File: src/rtl/fft_sched_pkg.sv
// fft_sched_pkg
//   Shared definitions for the FFT frame scheduler:
//   - SRC_CH0 / SRC_CH1 : source identifiers (also the value stored in the tag FIFO)
//   - loadState_t       : load FSM encoding (IDLE -> GRANT -> LOAD -> IDLE)
//   - ceil_log2         : elaboration-time width helper
package fft_sched_pkg;

  localparam logic SRC_CH0 = 1'b0;
  localparam logic SRC_CH1 = 1'b1;

  typedef enum logic [1:0] {
    ST_IDLE  = 2'd0,
    ST_GRANT = 2'd1,
    ST_LOAD  = 2'd2
  } loadState_t;

  function automatic int ceil_log2(input int value);
    int result;
    result = 0;
    for (int i = 0; i < 31; i++) begin
      if ((1 << i) < value) result = i + 1;
    end
    return result;
  endfunction

endpackage

File: src/rtl/fft_tag_fifo.sv
// fft_tag_fifo
//   Small FIFO of 1-bit source IDs, one entry per frame that has been loaded into the
//   FFT core and whose result has not yet been fully returned.
// Ports:
//   clk   in   clock, posedge
//   rst   in   asynchronous reset, active-high (FIFO empty)
//   push  in   enqueue din
//   pop   in   dequeue head
//   din   in   source ID to enqueue
//   full  out  DEPTH entries held
//   empty out  no entries held
//   head  out  oldest source ID
module fft_tag_fifo
  import fft_sched_pkg::*;
#(
  parameter int DEPTH = 2
) (
  input  logic clk,
  input  logic rst,
  input  logic push,
  input  logic pop,
  input  logic din,
  output logic full,
  output logic empty,
  output logic head
);

  localparam int PTR_W = (ceil_log2(DEPTH) < 1) ? 1 : ceil_log2(DEPTH);
  localparam int CNT_W = ceil_log2(DEPTH + 1);

  logic [DEPTH-1:0] mem;
  logic [PTR_W-1:0] rdPtr;
  logic [PTR_W-1:0] wrPtr;
  logic [CNT_W-1:0] count;

  // Explicit wrap so non-power-of-two depths work.
  function automatic logic [PTR_W-1:0] nextPtr(input logic [PTR_W-1:0] p);
    return (p == PTR_W'(DEPTH - 1)) ? '0 : p + 1'b1;
  endfunction

  assign full  = (count == CNT_W'(DEPTH));
  assign empty = (count == '0);
  assign head  = mem[rdPtr];

  always_ff @(posedge clk or posedge rst) begin
    if (rst) begin
      mem   <= '0;
      rdPtr <= '0;
      wrPtr <= '0;
      count <= '0;
    end else begin
      if (push) begin
        mem[wrPtr] <= din;
        wrPtr      <= nextPtr(wrPtr);
      end
      if (pop) rdPtr <= nextPtr(rdPtr);
      if (push && !pop)      count <= count + 1'b1;
      else if (pop && !push) count <= count - 1'b1;
    end
  end

  // The scheduler never pops an empty FIFO nor pushes a full one.
  always @(posedge clk) begin
    if (!rst) begin
      assert (!(pop && empty));
      assert (!(push && full && !pop));
    end
  end

endmodule

File: src/rtl/fft_frame_scheduler.sv
// fft_frame_scheduler
//   Shares one in-place FFT core between two frame sources. A round-robin arbiter grants
//   a source, POINTS samples are streamed into the core while BUF_READY allows, and the
//   source ID of every loaded frame is queued. On the result side the core is told to
//   read out, results are forwarded one cycle later tagged with the queued source ID.
// Optional feature macro: FFT_SCHED_WDOG_EN
//   defined   -> 16-bit watchdog; if the tag FIFO is non-empty and no result sample arrives
//                for 0xFFFF cycles, ERR_SHORT pulses and the head tag is discarded.
//   undefined -> ERR_SHORT only from an early OUTP_READY fall.
// Ports:
//   CLK, RST                 clock / asynchronous active-high reset
//   SRC_REQ[1:0]             per-source frame request (held until granted)
//   SRC_VALID[1:0]           per-source sample available
//   SRC0_DATA, SRC1_DATA     source samples {im,re}
//   SRC_GNT[1:0]             one-hot grant, held for the whole frame load
//   SRC_POP[1:0]             sample-consumed strobe
//   FFT_BUF_READY            core can accept input samples
//   FFT_DATAI_VAL, FFT_DATAI sample into the core (combinational from the granted source)
//   FFT_OUTP_RDY             core has results to read
//   FFT_READ_OUTP            read request to the core
//   FFT_DATAO_VAL, FFT_DATAO result sample from the core
//   RES_READY                consumer can accept a result frame
//   RES_VALID, RES_DATA      result sample, one cycle after the core
//   RES_TAG                  source ID of the current result frame
//   RES_LAST                 marks the POINTS-th result sample
//   ERR_SHORT                1-cycle pulse when a result frame ended early
//   BUSY                     load in progress or results outstanding
module fft_frame_scheduler
  import fft_sched_pkg::*;
#(
  parameter int POINTS   = 32,
  parameter int WIDTH    = 18,
  parameter int TAGDEPTH = 2
) (
  input  logic               CLK,
  input  logic               RST,
  input  logic [1:0]         SRC_REQ,
  input  logic [1:0]         SRC_VALID,
  input  logic [2*WIDTH-1:0] SRC0_DATA,
  input  logic [2*WIDTH-1:0] SRC1_DATA,
  output logic [1:0]         SRC_GNT,
  output logic [1:0]         SRC_POP,
  input  logic               FFT_BUF_READY,
  output logic               FFT_DATAI_VAL,
  output logic [2*WIDTH-1:0] FFT_DATAI,
  input  logic               FFT_OUTP_RDY,
  output logic               FFT_READ_OUTP,
  input  logic               FFT_DATAO_VAL,
  input  logic [2*WIDTH-1:0] FFT_DATAO,
  input  logic               RES_READY,
  output logic               RES_VALID,
  output logic [2*WIDTH-1:0] RES_DATA,
  output logic               RES_TAG,
  output logic               RES_LAST,
  output logic               ERR_SHORT,
  output logic               BUSY
);

  localparam int CNT_W = (ceil_log2(POINTS) < 1) ? 1 : ceil_log2(POINTS);
  localparam logic [CNT_W-1:0] LAST_IDX = CNT_W'(POINTS - 1);

  loadState_t       state;
  logic             curSrc;     // granted source; between frames it is the RR pointer
  logic             pick;
  logic [CNT_W-1:0] inCnt;
  logic [CNT_W-1:0] outCnt;
  logic             selValid;
  logic             xfer;
  logic             tagPush;
  logic             tagPop;
  logic             tagFull;
  logic             tagEmpty;
  logic             tagHead;
  logic             outpRdy_p1;
  logic             shortErr;
  logic             frameDone;
  logic             wdogFire;

  // Both requesting: the one not served last. Otherwise whichever requests.
  assign pick = (SRC_REQ == 2'b11) ? ~curSrc : (SRC_REQ[1] ? SRC_CH1 : SRC_CH0);

  assign selValid      = (curSrc == SRC_CH1) ? SRC_VALID[1] : SRC_VALID[0];
  assign xfer          = (state == ST_LOAD) && FFT_BUF_READY && selValid;
  assign FFT_DATAI_VAL = xfer;
  assign SRC_POP       = {xfer && (curSrc == SRC_CH1), xfer && (curSrc == SRC_CH0)};
  assign FFT_DATAI     = !xfer ? '0 : ((curSrc == SRC_CH1) ? SRC1_DATA : SRC0_DATA);
  assign tagPush       = xfer && (inCnt == LAST_IDX);
  assign BUSY          = (state != ST_IDLE) || !tagEmpty;

  // ---- load side: arbitration and frame load ----
  always_ff @(posedge CLK or posedge RST) begin
    if (RST) begin
      state   <= ST_IDLE;
      curSrc  <= SRC_CH1;        // so the first contested grant goes to ch0
      inCnt   <= '0;
      SRC_GNT <= '0;
    end else begin
      case (state)
        ST_IDLE: begin
          if ((|SRC_REQ) && !tagFull) begin
            curSrc <= pick;
            state  <= ST_GRANT;
          end
        end
        ST_GRANT: begin
          SRC_GNT <= (curSrc == SRC_CH1) ? 2'b10 : 2'b01;
          state   <= ST_LOAD;
        end
        ST_LOAD: begin
          if (xfer) begin
            if (inCnt == LAST_IDX) begin
              inCnt   <= '0;
              SRC_GNT <= '0;
              state   <= ST_IDLE;
            end else begin
              inCnt <= inCnt + 1'b1;
            end
          end
        end
        default: state <= ST_IDLE;
      endcase
    end
  end

`ifdef FFT_SCHED_WDOG_EN
  logic [15:0] wdogCnt;

  assign wdogFire = (wdogCnt == 16'hFFFF) && !tagEmpty;

  always_ff @(posedge CLK or posedge RST) begin
    if (RST) begin
      wdogCnt <= '0;
    end else if (tagEmpty || FFT_DATAO_VAL || wdogFire) begin
      wdogCnt <= '0;
    end else begin
      wdogCnt <= wdogCnt + 1'b1;
    end
  end
`else
  assign wdogFire = 1'b0;
`endif

  // An early OUTP_READY fall aborts the frame; it wins over a coincident sample.
  assign shortErr  = outpRdy_p1 && !FFT_OUTP_RDY && (outCnt != '0);
  assign frameDone = FFT_DATAO_VAL && (outCnt == LAST_IDX) && !shortErr && !wdogFire;
  assign tagPop    = shortErr || frameDone || wdogFire;

  // ---- result side: one register stage after the core ----
  always_ff @(posedge CLK or posedge RST) begin
    if (RST) begin
      outpRdy_p1    <= 1'b0;
      FFT_READ_OUTP <= 1'b0;
      RES_VALID     <= 1'b0;
      RES_DATA      <= '0;
      RES_TAG       <= 1'b0;
      RES_LAST      <= 1'b0;
      ERR_SHORT     <= 1'b0;
      outCnt        <= '0;
    end else begin
      outpRdy_p1    <= FFT_OUTP_RDY;
      FFT_READ_OUTP <= !tagEmpty && RES_READY;
      RES_VALID     <= FFT_DATAO_VAL;
      RES_DATA      <= FFT_DATAO;
      RES_TAG       <= tagHead;   // captured before the pop that ends the frame
      RES_LAST      <= frameDone;
      ERR_SHORT     <= shortErr || wdogFire;
      if (shortErr || wdogFire) begin
        outCnt <= '0;
      end else if (FFT_DATAO_VAL) begin
        outCnt <= (outCnt == LAST_IDX) ? '0 : outCnt + 1'b1;
      end
    end
  end

  fft_tag_fifo #(
    .DEPTH (TAGDEPTH)
  ) u_tagFifo (
    .clk   (CLK),
    .rst   (RST),
    .push  (tagPush),
    .pop   (tagPop),
    .din   (curSrc),
    .full  (tagFull),
    .empty (tagEmpty),
    .head  (tagHead)
  );

endmodule

File: config.mk
export PLATFORM = sky130hd
export DESIGN_NAME = fft_frame_scheduler
export DESIGN_NICKNAME = d
export VERILOG_FILES = /design/src/rtl/fft_sched_pkg.sv /design/src/rtl/fft_tag_fifo.sv /design/src/rtl/fft_frame_scheduler.sv
export SDC_FILE = /design/constraint.sdc
export NUM_CORES = 1
export LEC_CHECK = 0
export BUFFER_PORTS_ARGS = -buffer_cell sky130_fd_sc_hd__buf_2
export CAP_MARGIN = 20
export CORE_MARGIN = 2
export CORE_UTILIZATION = 43
export DETAILED_ROUTE_END_ITERATION = 10
export PLACE_DENSITY = 0.85
export SLEW_MARGIN = 20
export SYNTH_ARGS = -nofsm -noshare
export SYNTH_HDL_FRONTEND = slang
export SYNTH_SLANG_ARGS = --single-unit
File: constraint.sdc
create_clock -name CLK -period 4.55 [get_ports CLK]
set_clock_uncertainty 0.2 [all_clocks]
set_input_delay 0.455 -clock CLK [delete_from_list [all_inputs] [get_ports CLK]]
set_output_delay 0.455 -clock CLK [all_outputs]
set_load 0.005 [all_outputs]
## Word level (Yosys, flattened, before mapping)

Index checks and enable logic that the tools add are counted.

| cells by class | value |
|---|---|
| eq/ne operators | 9 |
| bitwise logic cells | 1 |
| reductions and logical operators | 34 |
| add/subtract/negate cells | 6 |
| order comparisons | 3 |
| muxes and demuxes | 24 |

Operators by type and width:

| cell | number |
|---|---|
| 36-bit 2-to-1 mux | 2 |
| 5-bit 2-to-1 mux | 4 |
| 1-bit logical AND | 14 |
| 2-bit 2-to-1 mux | 6 |
| 5-bit by 1-bit adder with 5-bit output, second input constant | 2 |
| 5-bit == test, second input constant | 2 |
| 1-bit 2-to-1 mux | 8 |
| 2-bit nonzero test | 4 |
| 2-bit == test, second input constant | 3 |
| 1-bit logical NOT | 6 |
| 2-bit one-hot mux with 3 select lines | 1 |
| 3-bit AND reduction | 2 |
| 5-bit nonzero test | 1 |
| 2-bit logical NOT | 2 |
| 1-bit by 2-bit less-than comparator with 1-bit output, second input constant | 2 |
| 2-bit inequality test, second input constant | 2 |
| 2-bit one-hot mux with 2 select lines | 1 |
| 2-bit AND reduction | 2 |
| 1-bit adder, second input constant | 2 |
| 2-bit by 1-bit adder with 2-bit output, second input constant | 1 |
| 2-bit bitwise mux | 1 |
| 2-bit by 1-bit == test with 1-bit output, second input constant | 1 |
| 1-bit logical OR | 2 |
| 2-bit by 1-bit inequality test with 1-bit output, second input constant | 1 |
| other kinds (5) | 5 |

| word-level totals | value |
|---|---|
| word-level logic and storage cells | 93 |
| register bits | 63 |
| output and inout bits | 83 |
| input port bits | 118 |

## Logic depth before layout (Yosys ltp)

Gate-level depths: netlist of run 1.

| depth | value |
|---|---|
| depth in word-level cells | 9 |
| mapped depth | 10 |
| gate-level depth less buffers | 10 |

## Hierarchy

A second synthesis of run 1 with hierarchy kept.

| second synthesis, totals | value |
|---|---|
| cells, all modules | 191 |
| area, all modules | 2563.7 um^2 |

Modules (own cells, without submodules):

| module | area an instance (um^2) | sequential area each (um^2) | times used | cells an instance |
|---|---|---|---|---|
| fft_frame_scheduler | 2289.7 | 1427.6 | 1 | 169 |
| fft_tag_fifo | 274.0 | 150.1 | 1 | 22 |

## Least setup slack after synthesis of run 1

Ideal clock, no wire load.

| path | value |
|---|---|
| path kind | reg2reg |
| start point | reg inCnt[0] |
| end point | reg u_tagFifo.count[1] |
| path slack | 2.481 ns |
| period minus slack after synthesis | 2.069 ns |
| data required time | 4.225 ns |
| cell stages (with the launch flop) | 9 |
| arrival time | 1.743 ns |
| library setup time | 0.125 ns |
| buffers on the path | 0 |
| cells stage by stage | dfrtp_1 ha_1 and3_1 ha_1 nor3b_4 ha_1 xor2_1 nor2_1 xor2_1 |

| on the way | value |
|---|---|
| longest elaborated chain between the ends | 5 |
| elaborated cells between the ends (all ways) | 7 |
| those cells by class | eq/ne (1); mux (1); reduce/logical (5) |

RTL lines:

| item | RTL line | source |
|---|---|---|
| start: declaration | fft_frame_scheduler.sv:65 | `logic [CNT_W-1:0] inCnt;` |
| start signal: assignment | fft_frame_scheduler.sv:116 | `inCnt <= inCnt + 1'b1;` |
| 5-bit == test (*) | fft_frame_scheduler.sv:87 | `assign tagPush = xfer && (inCnt == LAST_IDX);` |
| 1-bit logical AND (*) | fft_frame_scheduler.sv:87 |  |
| 1-bit logical NOT | fft_tag_fifo.sv:58 | `else if (pop && !push) count <= count - 1'b1;` |
| 1-bit logical AND | fft_tag_fifo.sv:58 |  |
| 2-bit nonzero test (no line) | -- |  |
| end signal: assignment | fft_tag_fifo.sv:57 | `if (push && !pop) count <= count + 1'b1;` |
| end signal: assignment | fft_tag_fifo.sv:58 |  |
| end: declaration | fft_tag_fifo.sv:34 | `logic [CNT_W-1:0] count;` |

Mark *: on every way between the ends. The rest lies on a longest branch, timed or not.
A chain may end at the register's enable or synchronous reset.

## Worst setup path after layout of run 1

| path | value |
|---|---|
| start point | reg state[0] |
| end point | out FFT_DATAI[35] |

| on the way | value |
|---|---|
| longest elaborated chain between the ends | 4 |

RTL lines:

| item | RTL line | source |
|---|---|---|
| start: declaration | fft_frame_scheduler.sv:62 | `loadState_t state;` |
| start signal: assignment | fft_frame_scheduler.sv:93 | `state <= ST_IDLE;` |
| start signal: assignment | fft_frame_scheduler.sv:102 | `state <= ST_GRANT;` |
| start signal: assignment | fft_frame_scheduler.sv:107 | `state <= ST_LOAD;` |
| 2-bit == test | fft_frame_scheduler.sv:83 | `assign xfer = (state == ST_LOAD) && FFT_BUF_READY && selValid;` |
| 1-bit logical AND (2 in series) | fft_frame_scheduler.sv:83 |  |
| 36-bit 2-to-1 mux | fft_frame_scheduler.sv:86 | `assign FFT_DATAI = !xfer ? '0 : ((curSrc == SRC_CH1) ? SRC1_DATA : SRC0_DATA);` |
| end: declaration | fft_frame_scheduler.sv:45 | `output logic [2*WIDTH-1:0] FFT_DATAI,` |

Every way passes these cells.

==> reports/results.ini, run 1 <==
[outcome]
outcome = completed

[setup_path]
path_buf_inv = 2
cpPeakStageDelay_ns = 0.58
critPathKind = reg2out
cp_max_fo = 23
cp.arrival_ns = 2.17
startpoint_type = register
required_ns = 3.89
reg2reg_slack_ns = 2.24
crit_family = simple AND/OR/NAND/NOR gates
path_cells = nand3b_4 > nor3b_4 > buf_6 > a22o_1 > buf_2
worst_path_max_delay_cell = nor3b_4
end_kind = output port

[timing]
max_freq_ghz = 0.354
rsz0062_at_grt = no
period_share_pct = 62.1
worst_slew_pin_slew_ns = 0.764
slew_viol_final = 0
hold_viol = 0
setup-tns-final_ns = 0
setup_viol = 0
max-slew-margin-rel_pct = 48.9
period_needed_ns = 2.82

[run]
maxCapViolCount = 0

[cts]
clk_latency_ns = 0.33
postCtsHoldBufs = 0
cts_htree_levels = 3
clockRootBuffer = clkbuf_8
ctsResizeCount = 0
cts_tree = done
cts_buffers = 9
cts.path.max_buffers = 2
clock-sinks = 63
post_cts_buffers = 0
clkTransAtPathRegs_ns = 0.07

[placed_design]
post_dp_cell_area_um2 = 3650
port-buffer-count = 200
post-dp-hpwl_um = 5530
routabilityCongestion = 0.749

[routing]
vias = 2364
drt_first_pass_iters = 4
wire_per_inst_um = 15.0
drt_iter0_drc = 51
routed_wirelength_um = 7110
via_per_inst = 4.99
antenna_left = 0
drc = 0

[global_route]
grt_pass1_vias = 2191
antenna_found_initial = 0
grt_max_degree = 64
grt_use_total_pct = 20.2
grt_pass1_wl_um = 9780
overflow = 0

[synthesis]
syn-cell-area_um2 = 2600
synthFlopType = dfrtp_1
synth_cells = 189
yosysUniqueCellTypes = 42
postSynth.asyncResetShare_pct = 100
syn_nets = 313
syn_area_per_cell_um2 = 13.7
synth_edf_count = 0
synth-seq-cells = 63
yosysSeqAreaShare_pct = 60.8
synth_warnings = 0

[cells_and_area]
multi_input_area_um2 = 933
antenna_cells = 0
fin_nets = 518
final_util_pct = 66.3
final_cell_area_um2 = 3900
syn_to_final_growth_pct = 50.4
seq_area_um2 = 1580
fillCellCount = 473
drive_above_1_share_pct = 58.1

[die]
die_w_um = 81.7
num_rows = 28
io_pins = 201
die_area_um2 = 6680
initial_core_util_pct = 44.1
die_y_um = 81.7
coreArea_um2 = 5890

[pwr]
peakVddDrop_mv = 0.324
powerDensity_nw_per_um2 = 458
finalPower_mw = 1.79
leakagePower_nw = 2.18

[worst_hold_path]
holdCritPathClass = in2reg

metal layers:
| metal | part of all wire [%] | wire length, um | track usage [%] | vias to the layer above |
|---|---|---|---|---|
| met4 | 0.68 | 48 | 8.33 | 0 |
| met2 | 57 | 4030 | 40.7 | 119 |
| met3 | 9.6 | 683 | 5.05 | 7 |
| met1 | 33 | 2350 | 18.9 | 1133 |
| li1 | - | - | - | 1105 |
| met5 | 0 | 0 | 0 | - |
flip-flops by register name, summed over array words and instances, names as in the netlist:
signal and cells:
inCnt 5, u_tagFifo.mem 2, u_tagFifo.rdPtr 1, FFT_READ_OUTP 1, ERR_SHORT 1, state 2, curSrc 1, u_tagFifo.count 2
RES_VALID 1, u_tagFifo.wrPtr 1, SRC_GNT 2, RES_LAST 1, outpRdy_p1 1, outCnt 5, RES_DATA 36, RES_TAG 1
path summary, 6_finish.rpt:
check,startpoint,to,cells past startpoint
max,state[0]$_DFFE_PP0P_,FFT_DATAI[35],5
min,FFT_DATAO[34],RES_DATA[34]$_DFF_PP0_,1
max reg2reg,inCnt[0]$_DFFE_PP0P_,u_tagFifo.count[1]$_DFFE_PP0P_,8
min reg2reg,u_tagFifo.rdPtr$_DFFE_PP0P_,u_tagFifo.rdPtr$_DFFE_PP0P_,1
max in group asynchronous,RST,RES_DATA[28]$_DFF_PP0_,3
min in group asynchronous,RST,RES_DATA[30]$_DFF_PP0_,3
Yosys cell counts, types with 2 or more instances:
| cell type | n | area, um^2 |
|---|---|---|
| a21oi_1 | 2 | 10.0 |
| inv_1 | 6 | 22.5 |
| ha_1 | 6 | 75.1 |
| nand2_1 | 5 | 18.8 |
| dfrtp_1 | 62 | 1550 |
| mux2_2 | 2 | 22.5 |
| a31oi_1 | 3 | 18.8 |
| o21ai_0 | 4 | 20.0 |
| nor2_1 | 10 | 37.5 |
| o22ai_1 | 2 | 12.5 |
| xor2_1 | 4 | 35.0 |
| buf_2 | 3 | 15.0 |
| mux2_4 | 2 | 30.0 |
| mux2i_1 | 2 | 20.0 |
| a22o_1 | 36 | 315 |
| and3_1 | 2 | 12.5 |
| nand2b_1 | 5 | 31.3 |
| o31ai_1 | 4 | 30.0 |
| nor3b_4 | 2 | 37.5 |
| buf_6 | 4 | 45.0 |
| mux2_1 | 2 | 22.5 |
where the power goes:
| group | switching [mW] | leakage (nW) | internal, mW |
|---|---|---|---|
| clock | 0.217 | 0.124 | 0.383 |
| combinational | 0.209 | 1.30 | 0.237 |
| sequential | 0.0869 | 0.758 | 0.657 |
layout by cell type (no fill, tap or decap), types with 2 or more instances in the layout:
cell type and count:
bufinv_16 3, nand2_1 5, o21ai_0 4, nor3b_4 2, nor2_1 10, inv_6 2
mux2_4 2, a22o_1 36, o31ai_1 4, mux2i_1 2, mux2_1 2, xor2_1 4
dfrtp_1 62, ha_1 6, inv_2 2, a21oi_1 2, nand2b_1 5, inv_1 5
clkbuf_8 10, o22ai_1 2, buf_2 200, a31oi_1 3, and3_1 2, mux2_2 2
through the flow:
stage | setup WS, ns | instances | hold WS (ns)
finish | 1.73 | 474 | 0.0272
global route | 1.57 | 474 | 0.00958
CTS | 1.71 | 474 | 0.00894
detailed placement | 2.00 | 458 | 0.271
global placement | 1.70 | 457 | 0.266
floorplan | 2.33 | 189 | 0.250
logic make-up (layout without fill, tap and decap cells):
logic type	Yosys count	count (layout)	synth area share, %
adders and majority gates	6	6	2.89
muxes	9	9	4.53
buffers and inverters	15	225	3.47
DFF	63	63	60.8
AOI/OAI and AO/OA	54	54	16.7
and+or+nand+nor	37	37	9.98
xor gates and xnor gates	5	5	1.69
area by class of cell:
class,count,share of cell area [%]
Tap cell,75,2.40
Multi-Input combinational cell,111,23.9
Clock buffer,10,3.53
Clock inverter,6,2.95
Inverter,7,0.673
Timing Repair Buffer,202,26.1
Sequential cell,63,40.4
(Power assumes the default switching activity.)
==> inputs of run 2 (changes only) <==
Settings changed: CORE_UTILIZATION 43 to 36, PLACE_DENSITY 0.85 to 0.76.
Clock period 4.55 ns to 2.49 ns, I/O delays scaled along.
==> run 2 against run 1 <==
  * Utilization fell by 3.2 points
  * Clock power rose by 46%
  * Routed wire length rose by 14%
  * Flip-flop and latch count stayed put
  * Non-clock buffer count up 45
  * Count of clock-buffer cells in the layout shrank 1
  * First-iteration DRC count increased by 7.8%
  * Critical path type unchanged
==> reports/results.ini, run 2 (synthesis gave the netlist of run 1 again) <==
[cells_and_area]
layout_commonest_cell = buf_2  ; unchanged
drive_above_1_share_pct = 52.9  ; was 58.1%
top_regs = RES_DATA: 36 flops, inCnt: 5 flops, outCnt: 5 flops  ; unchanged
fillCellCount = 554  ; was 473
top_register = RES_DATA  ; unchanged
final_cell_mix = buf_2 (200), dfrtp_1 (62), dlygate4sd3_1 (43)  ; was buf_2 (200), dfrtp_1 (62), a22o_1 (36)
antenna_cells = 0  ; unchanged
largest_reg_flops = 36  ; unchanged
syn_to_final_growth_pct = 67.1  ; was 50.4%
fin_nets = 563  ; was 518

[setup_path]
end_kind = output port  ; unchanged
cp.arrival_ns = 1.86  ; was 2.17 ns
required_ns = 2.04  ; was 3.89 ns
r2r_cells = 8  ; unchanged
startpoint_type = register  ; unchanged
critPathKind = reg2out  ; unchanged
r2r-start = inCnt[0]$_DFFE_PP0P_  ; unchanged
reg2reg_slack_ns = 0.27  ; was 2.24 ns
cp_max_fo = 37  ; was 23
r2r_end = u_tagFifo.count[1]$_DFFE_PP0P_  ; unchanged

[worst_hold_path]
holdPathStages = 4  ; was 1
holdCritPathClass = in2reg  ; unchanged
min_from = FFT_BUF_READY  ; was FFT_DATAO[34]
whs_endpoint = inCnt[2]$_DFFE_PP0P_  ; was RES_DATA[34]$_DFF_PP0_

[pwr]
powerDensity_nw_per_um2 = 719  ; was 458 nW/um^2
leakagePower_nw = 2.35  ; was 2.18 nW
peakVddDrop_mv = 0.579  ; was 0.324 mV

[global_route]
overflow = 0  ; unchanged
use_met2_pct = 40.4  ; was 40.7%
met3_usage_pct = 5.91  ; was 5.05%
grt_pass1_vias = 2489  ; was 2191
met1_usage_pct = 18.3  ; was 18.9%
grt_max_degree = 38  ; was 64
top_usage_layer = met2  ; unchanged
antenna_found_initial = 0  ; unchanged
grt_pass1_wl_um = 11500  ; was 9780 um
grt_use_total_pct = 19.8  ; was 20.2%

[timing]
max-slew-margin-rel_pct = 57.1  ; was 48.9%
hold_viol = 0  ; unchanged
fin_hold_ws_ns = 0.175  ; was 0.0272 ns
period_share_pct = 92.8
period_needed_ns = 2.31
rsz0062_at_grt = no  ; unchanged
setup-tns-final_ns = 0  ; unchanged
setup_viol = 0  ; unchanged
max_freq_ghz = 0.433
slew_viol_final = 0  ; unchanged
worst_slew_pin_slew_ns = 0.643  ; was 0.764 ns

[placed_design]
port-buffer-count = 200  ; unchanged
post-dp-hpwl_um = 5810  ; was 5530 um
routabilityCongestion = 0.800  ; was 0.749

[cts]
clk_latency_ns = 0.33  ; about the same
cts_buffers = 9  ; unchanged
clockRootBuffer = clkbuf_8  ; unchanged
cts_tree = done  ; unchanged
cts_htree_levels = 3  ; unchanged
cts.path.max_buffers = 2  ; unchanged
clock-sinks = 63  ; unchanged
clkTransAtPathRegs_ns = 0.07  ; about the same

[routing]
routed_wirelength_um = 8120  ; was 7110 um
vias = 2493  ; was 2364
drt_iter0_drc = 55  ; was 51
drt_first_pass_iters = 4  ; unchanged
via_per_inst = 4.62  ; was 4.99
wire_per_inst_um = 15.0  ; about the same
drc = 0  ; unchanged
antenna_left = 0  ; unchanged

[outcome]
outcome = completed  ; unchanged

[die]
die_y_um = 88.9  ; was 81.7 um
initial_core_util_pct = 37.8  ; was 44.1%
io_pins = 201  ; unchanged
coreArea_um2 = 6870  ; was 5890 um^2
die_area_um2 = 7910  ; was 6680 um^2
num_rows = 30  ; was 28
die_w_um = 88.9  ; was 81.7 um

[run]
maxCapViolCount = 0  ; unchanged

-- run 2: power breakdown --
group	leakage, nW	total (mW)	internal [mW]	switching [mW]
combinational	1.49	0.887	0.499	0.388
clock	0.0956	0.872	0.463	0.409
sequential	0.758	1.36	1.20	0.163
-- run 2: worst max-delay path, cell delays in order, from the launching register on --
cell,delay [ns]
dfstp_2,0.67
nand2_1,0.09
nor2_2,0.08
buf_4,0.33
a22o_1,0.22
buf_2,0.12
-- run 2: cell type report --
| class | count | area [um^2] | area share [%] |
|---|---|---|---|
| multi-input cells | 111 | 931 | 21.5 |
| clock buffers | 9 | 124 | 2.86 |
| well taps | 96 | 120 | 2.77 |
| flip-flops and latches | 63 | 1580 | 36.4 |
| inverters | 7 | 26.3 | 0.606 |
| repair buffers | 247 | 1490 | 34.3 |
| clock inverters | 7 | 72.6 | 1.67 |
-- run 2: what timing repair did --
action	in CTS	in global routing
buffers inserted	0	1
resized for setup	0	1
hold buffers	43	0
hold endpoints to repair	71	0
endpoints found under the setup margin	0	1
-- run 2: per-layer routing --
| layer | wire, um | part of all wire, % | vias up |
|---|---|---|---|
| met2 | 4660 | 57 | 116 |
| met5 | 0 | 0 | - |
| li1 | - | - | 1198 |
| met1 | 2730 | 34 | 1168 |
| met3 | 625 | 7.7 | 11 |
| met4 | 102 | 1.3 | 0 |
-- run 2: worst max-delay path by stage --
stage	end	slack, ns	from	depth (start not counted)
2_1_floorplan	u_tagFifo.count[1]$_DFFE_PP0P_	0.42	inCnt[0]$_DFFE_PP0P_	8
3_5_place_dp	u_tagFifo.count[1]$_DFFE_PP0P_	0.17	inCnt[0]$_DFFE_PP0P_	8
5_1_grt	FFT_DATAI[35]	0.03	curSrc$_DFFE_PP1P_	5
4_1_cts	FFT_DATAI[35]	0.13	curSrc$_DFFE_PP1P_	5
3_3_place_gp	u_tagFifo.count[1]$_DFFE_PP0P_	0.31	inCnt[0]$_DFFE_PP0P_	8
6_report	FFT_DATAI[35]	0.18	curSrc$_DFFE_PP1P_	5
-- run 2: through the flow --
stage                     std cells  utilization, %  instance area [um^2]  power [mW]  setup WS [ns]
after floorplan                 189               -                  2600        1.88          0.421
after global placement          480            53.9                  3700        2.17          0.306
after detailed placement        480            53.9                  3700        2.20          0.166
after CTS                       539            63.0                  4330        3.15          0.129
after global routing            540            63.2                  4340        3.32         0.0259
final                           540            63.2                  4340        3.12          0.178
==> inputs of run 3 (changes only) <==
Settings changed: CELL_PAD_IN_SITES_DETAIL_PLACEMENT set to 1, CELL_PAD_IN_SITES_GLOBAL_PLACEMENT set to 2, CORE_UTILIZATION 36 to 20, PLACE_DENSITY 0.76 to 0.74.
==> run 3 against run 2 <==
  * Non-clock buffer count stayed put
  * Register-to-register slack worse by 0.02 ns
  * Maximum frequency is 2.2% lower
  * Total power is 9.2% higher
  * Critical endpoint is now FFT_DATAI[29]
  * Worst setup slack worse by 0.053 ns
  * Hold slack better by 0.0087 ns
  * Final cell count is 14% higher
  * Via count is 2.4% higher
  * Sequential power hardly changed
  * Routed wire length is 15% higher
  * Final area is 3.5% higher
  * First-iteration DRC count is 13% lower
==> reports/results.ini, run 3 (synthesis gave the netlist of run 1 again) <==
[routing]
drt_first_pass_iters = 4  ; unchanged
vias = 2552  ; was 2493
drt_iter0_drc = 48  ; was 55
via_per_inst = 4.14  ; was 4.62
antenna_left = 0  ; unchanged
routed_wirelength_um = 9300  ; was 8120 um
wire_per_inst_um = 15.1  ; was 15.0 um
drc = 0  ; unchanged

[timing]
slew_viol_final = 0  ; unchanged
worst_slack_ns = 0.126  ; was 0.178 ns
period_share_pct = 94.9  ; was 92.8%
hold_viol = 0  ; unchanged
max_freq_ghz = 0.423  ; was 0.433 GHz
fin_hold_ws_ns = 0.184  ; was 0.175 ns
worst_slew_pin_slew_ns = 0.502  ; was 0.643 ns
setup_viol = 0  ; unchanged
period_needed_ns = 2.36  ; was 2.31 ns
max-slew-margin-rel_pct = 66.4  ; was 57.1%

[pwr]
leakagePower_nw = 2.38  ; was 2.35 nW
clock_power_share_pct = 33.4  ; was 27.9%
seqPwrFrac_pct = 40.3  ; was 43.6%
p_int_mw = 2.39  ; was 2.16 mW
powerDensity_nw_per_um2 = 759  ; was 719 nW/um^2
sw_frac_of_total_pct = 29.8  ; was 30.7%
combPwrFrac_pct = 26.3  ; was 28.4%
peakVddDrop_mv = 0.371  ; was 0.579 mV
power.switching_mw = 1.02  ; was 0.959 mW

[cells_and_area]
drive_above_1_share_pct = 52.3  ; was 52.9%
fin_cells = 616  ; was 540
final_cell_mix = buf_2 (200), dfrtp_1 (62), dlygate4sd3_1 (43)  ; unchanged
largest_reg_flops = 36  ; unchanged
antenna_cells = 0  ; unchanged
top_regs = RES_DATA: 36 flops, inCnt: 5 flops, outCnt: 5 flops  ; unchanged
syn_to_final_growth_pct = 73.0  ; was 67.1%
final_cell_area_um2 = 4490  ; was 4340 um^2
layout_commonest_cell = buf_2  ; unchanged
final_util_pct = 35.4  ; was 63.2%
top_register = RES_DATA  ; unchanged
fin_nets = 563  ; unchanged

[outcome]
outcome = completed  ; unchanged

[setup_path]
path_cells = nand3b_4 > nor3b_4 > buf_4 > a22o_1 > buf_2  ; was nand2_1 > nor2_2 > buf_4 > a22o_1 > buf_2
cp_max_fo = 37  ; unchanged
startpoint_type = register  ; unchanged
critPathKind = reg2out  ; unchanged
worst_path_max_delay_cell = dfrtp_1  ; was dfstp_2
cpPeakStageDelay_ns = 0.41  ; was 0.67 ns
required_ns = 2.04  ; about the same
end_kind = output port  ; unchanged
cp.arrival_ns = 1.92  ; was 1.86 ns

[cts]
cts_htree_levels = 3  ; unchanged
cts.path.max_buffers = 2  ; unchanged
clk_latency_ns = 0.33  ; about the same
clkTransAtPathRegs_ns = 0.05  ; was 0.07 ns
clockRootBuffer = clkbuf_16  ; was clkbuf_8
clock-sinks = 63  ; unchanged
cts_tree = done  ; unchanged
cts_buffers = 9  ; unchanged
ctsResizeCount = 0  ; unchanged

[global_route]
grt_max_degree = 43  ; was 38
grt_pass1_vias = 2823  ; was 2489
grt_use_total_pct = 13.6  ; was 19.8%
grt_pass1_wl_um = 14800  ; was 11500 um
overflow = 0  ; unchanged
antenna_found_initial = 0  ; unchanged

[placed_design]
post-dp-hpwl_um = 6760  ; was 5810 um
routabilityCongestion = 0.745  ; was 0.800
dp.cells = 556  ; was 480
port-buffer-count = 200  ; unchanged
pre_cts_slack_ns = 0.183  ; was 0.166 ns
post_dp_cell_area_um2 = 3780  ; was 3700 um^2

[die]
die_area_um2 = 13900  ; was 7910 um^2
die_y_um = 118  ; was 88.9 um
coreArea_um2 = 12700  ; was 6870 um^2
initial_core_util_pct = 20.5  ; was 37.8%
num_rows = 41  ; was 30
io_pins = 201  ; unchanged
die_w_um = 118  ; was 88.9 um

[run]
maxCapViolCount = 0  ; unchanged

[worst_hold_path]
holdCritPathClass = in2reg  ; unchanged

-- run 3: worst paths after layout --
check                                              from                        endpoint  cells after the start  slack (ns)
hold / removal                            FFT_BUF_READY            inCnt[2]$_DFFE_PP0P_                      4        0.18
max in group asynchronous                           RST              curSrc$_DFFE_PP1P_                      4        1.12
hold reg to reg            u_tagFifo.mem[1]$_DFFE_PP0P_    u_tagFifo.mem[1]$_DFFE_PP0P_                      1        0.28
setup reg to reg                  outCnt[1]$_DFFE_PP0P_  u_tagFifo.count[1]$_DFFE_PP0P_                     10        0.25
min in group asynchronous                           RST          RES_DATA[10]$_DFF_PP0_                      3        0.31
setup / recovery                   state[0]$_DFFE_PP0P_                   FFT_DATAI[29]                      5        0.13
-- run 3: final cells by class --
class | count | area (um^2)
multi-input combinational | 111 | 928
clock buffer | 12 | 246
timing repair buffer | 247 | 1470
sequential | 63 | 1580
tap | 172 | 215
clock inverter | 4 | 22.5
inverter | 7 | 26.3
fill | 1473 | 8180
-- run 3: power by group through the flow --
stage	sequential, mW	clock [mW]	combinational (mW)
finish	1.37	1.14	0.895
global placement	1.38	0	0.813
floorplan	1.33	0	0.545
CTS	1.38	1.18	0.908
global route	1.41	1.22	1.00
detailed placement	1.39	0	0.838
-- run 3: timing repair --
action | CTS | global route
setup buffers | 0 | 1
hold buffers | 43 | 0
hold endpoints to repair | 62 | 0
setup endpoints to repair | 0 | 1
-- run 3: critical path, delay by kind of cell, from the launching register on --
kind            cells  cell delay (ns)
simple gates        2             0.47
compound gates      1             0.21
flops               1             0.41
buf+inv             2             0.47
-- run 3: per-stage QoR --
stage	setup TNS, ns	total power, mW
3_5_place_dp	0	2.23
3_3_place_gp	0	2.19
5_1_grt	-0.000669	3.62
4_1_cts	0	3.46
6_report	0	3.41
2_1_floorplan	0	1.88
-- run 3: routing by layer --
metal  wire length [um]  GRT usage [%]  share of wire [%]  vias to the layer above
li1                   -              -                  -                     1194
met1               3060           12.6                 33                     1214
met2               5200           26.3                 56                      133
met3                907           6.01                9.8                       11
met4                129           4.52                1.4                        0
met5                  0              0                  0                        -
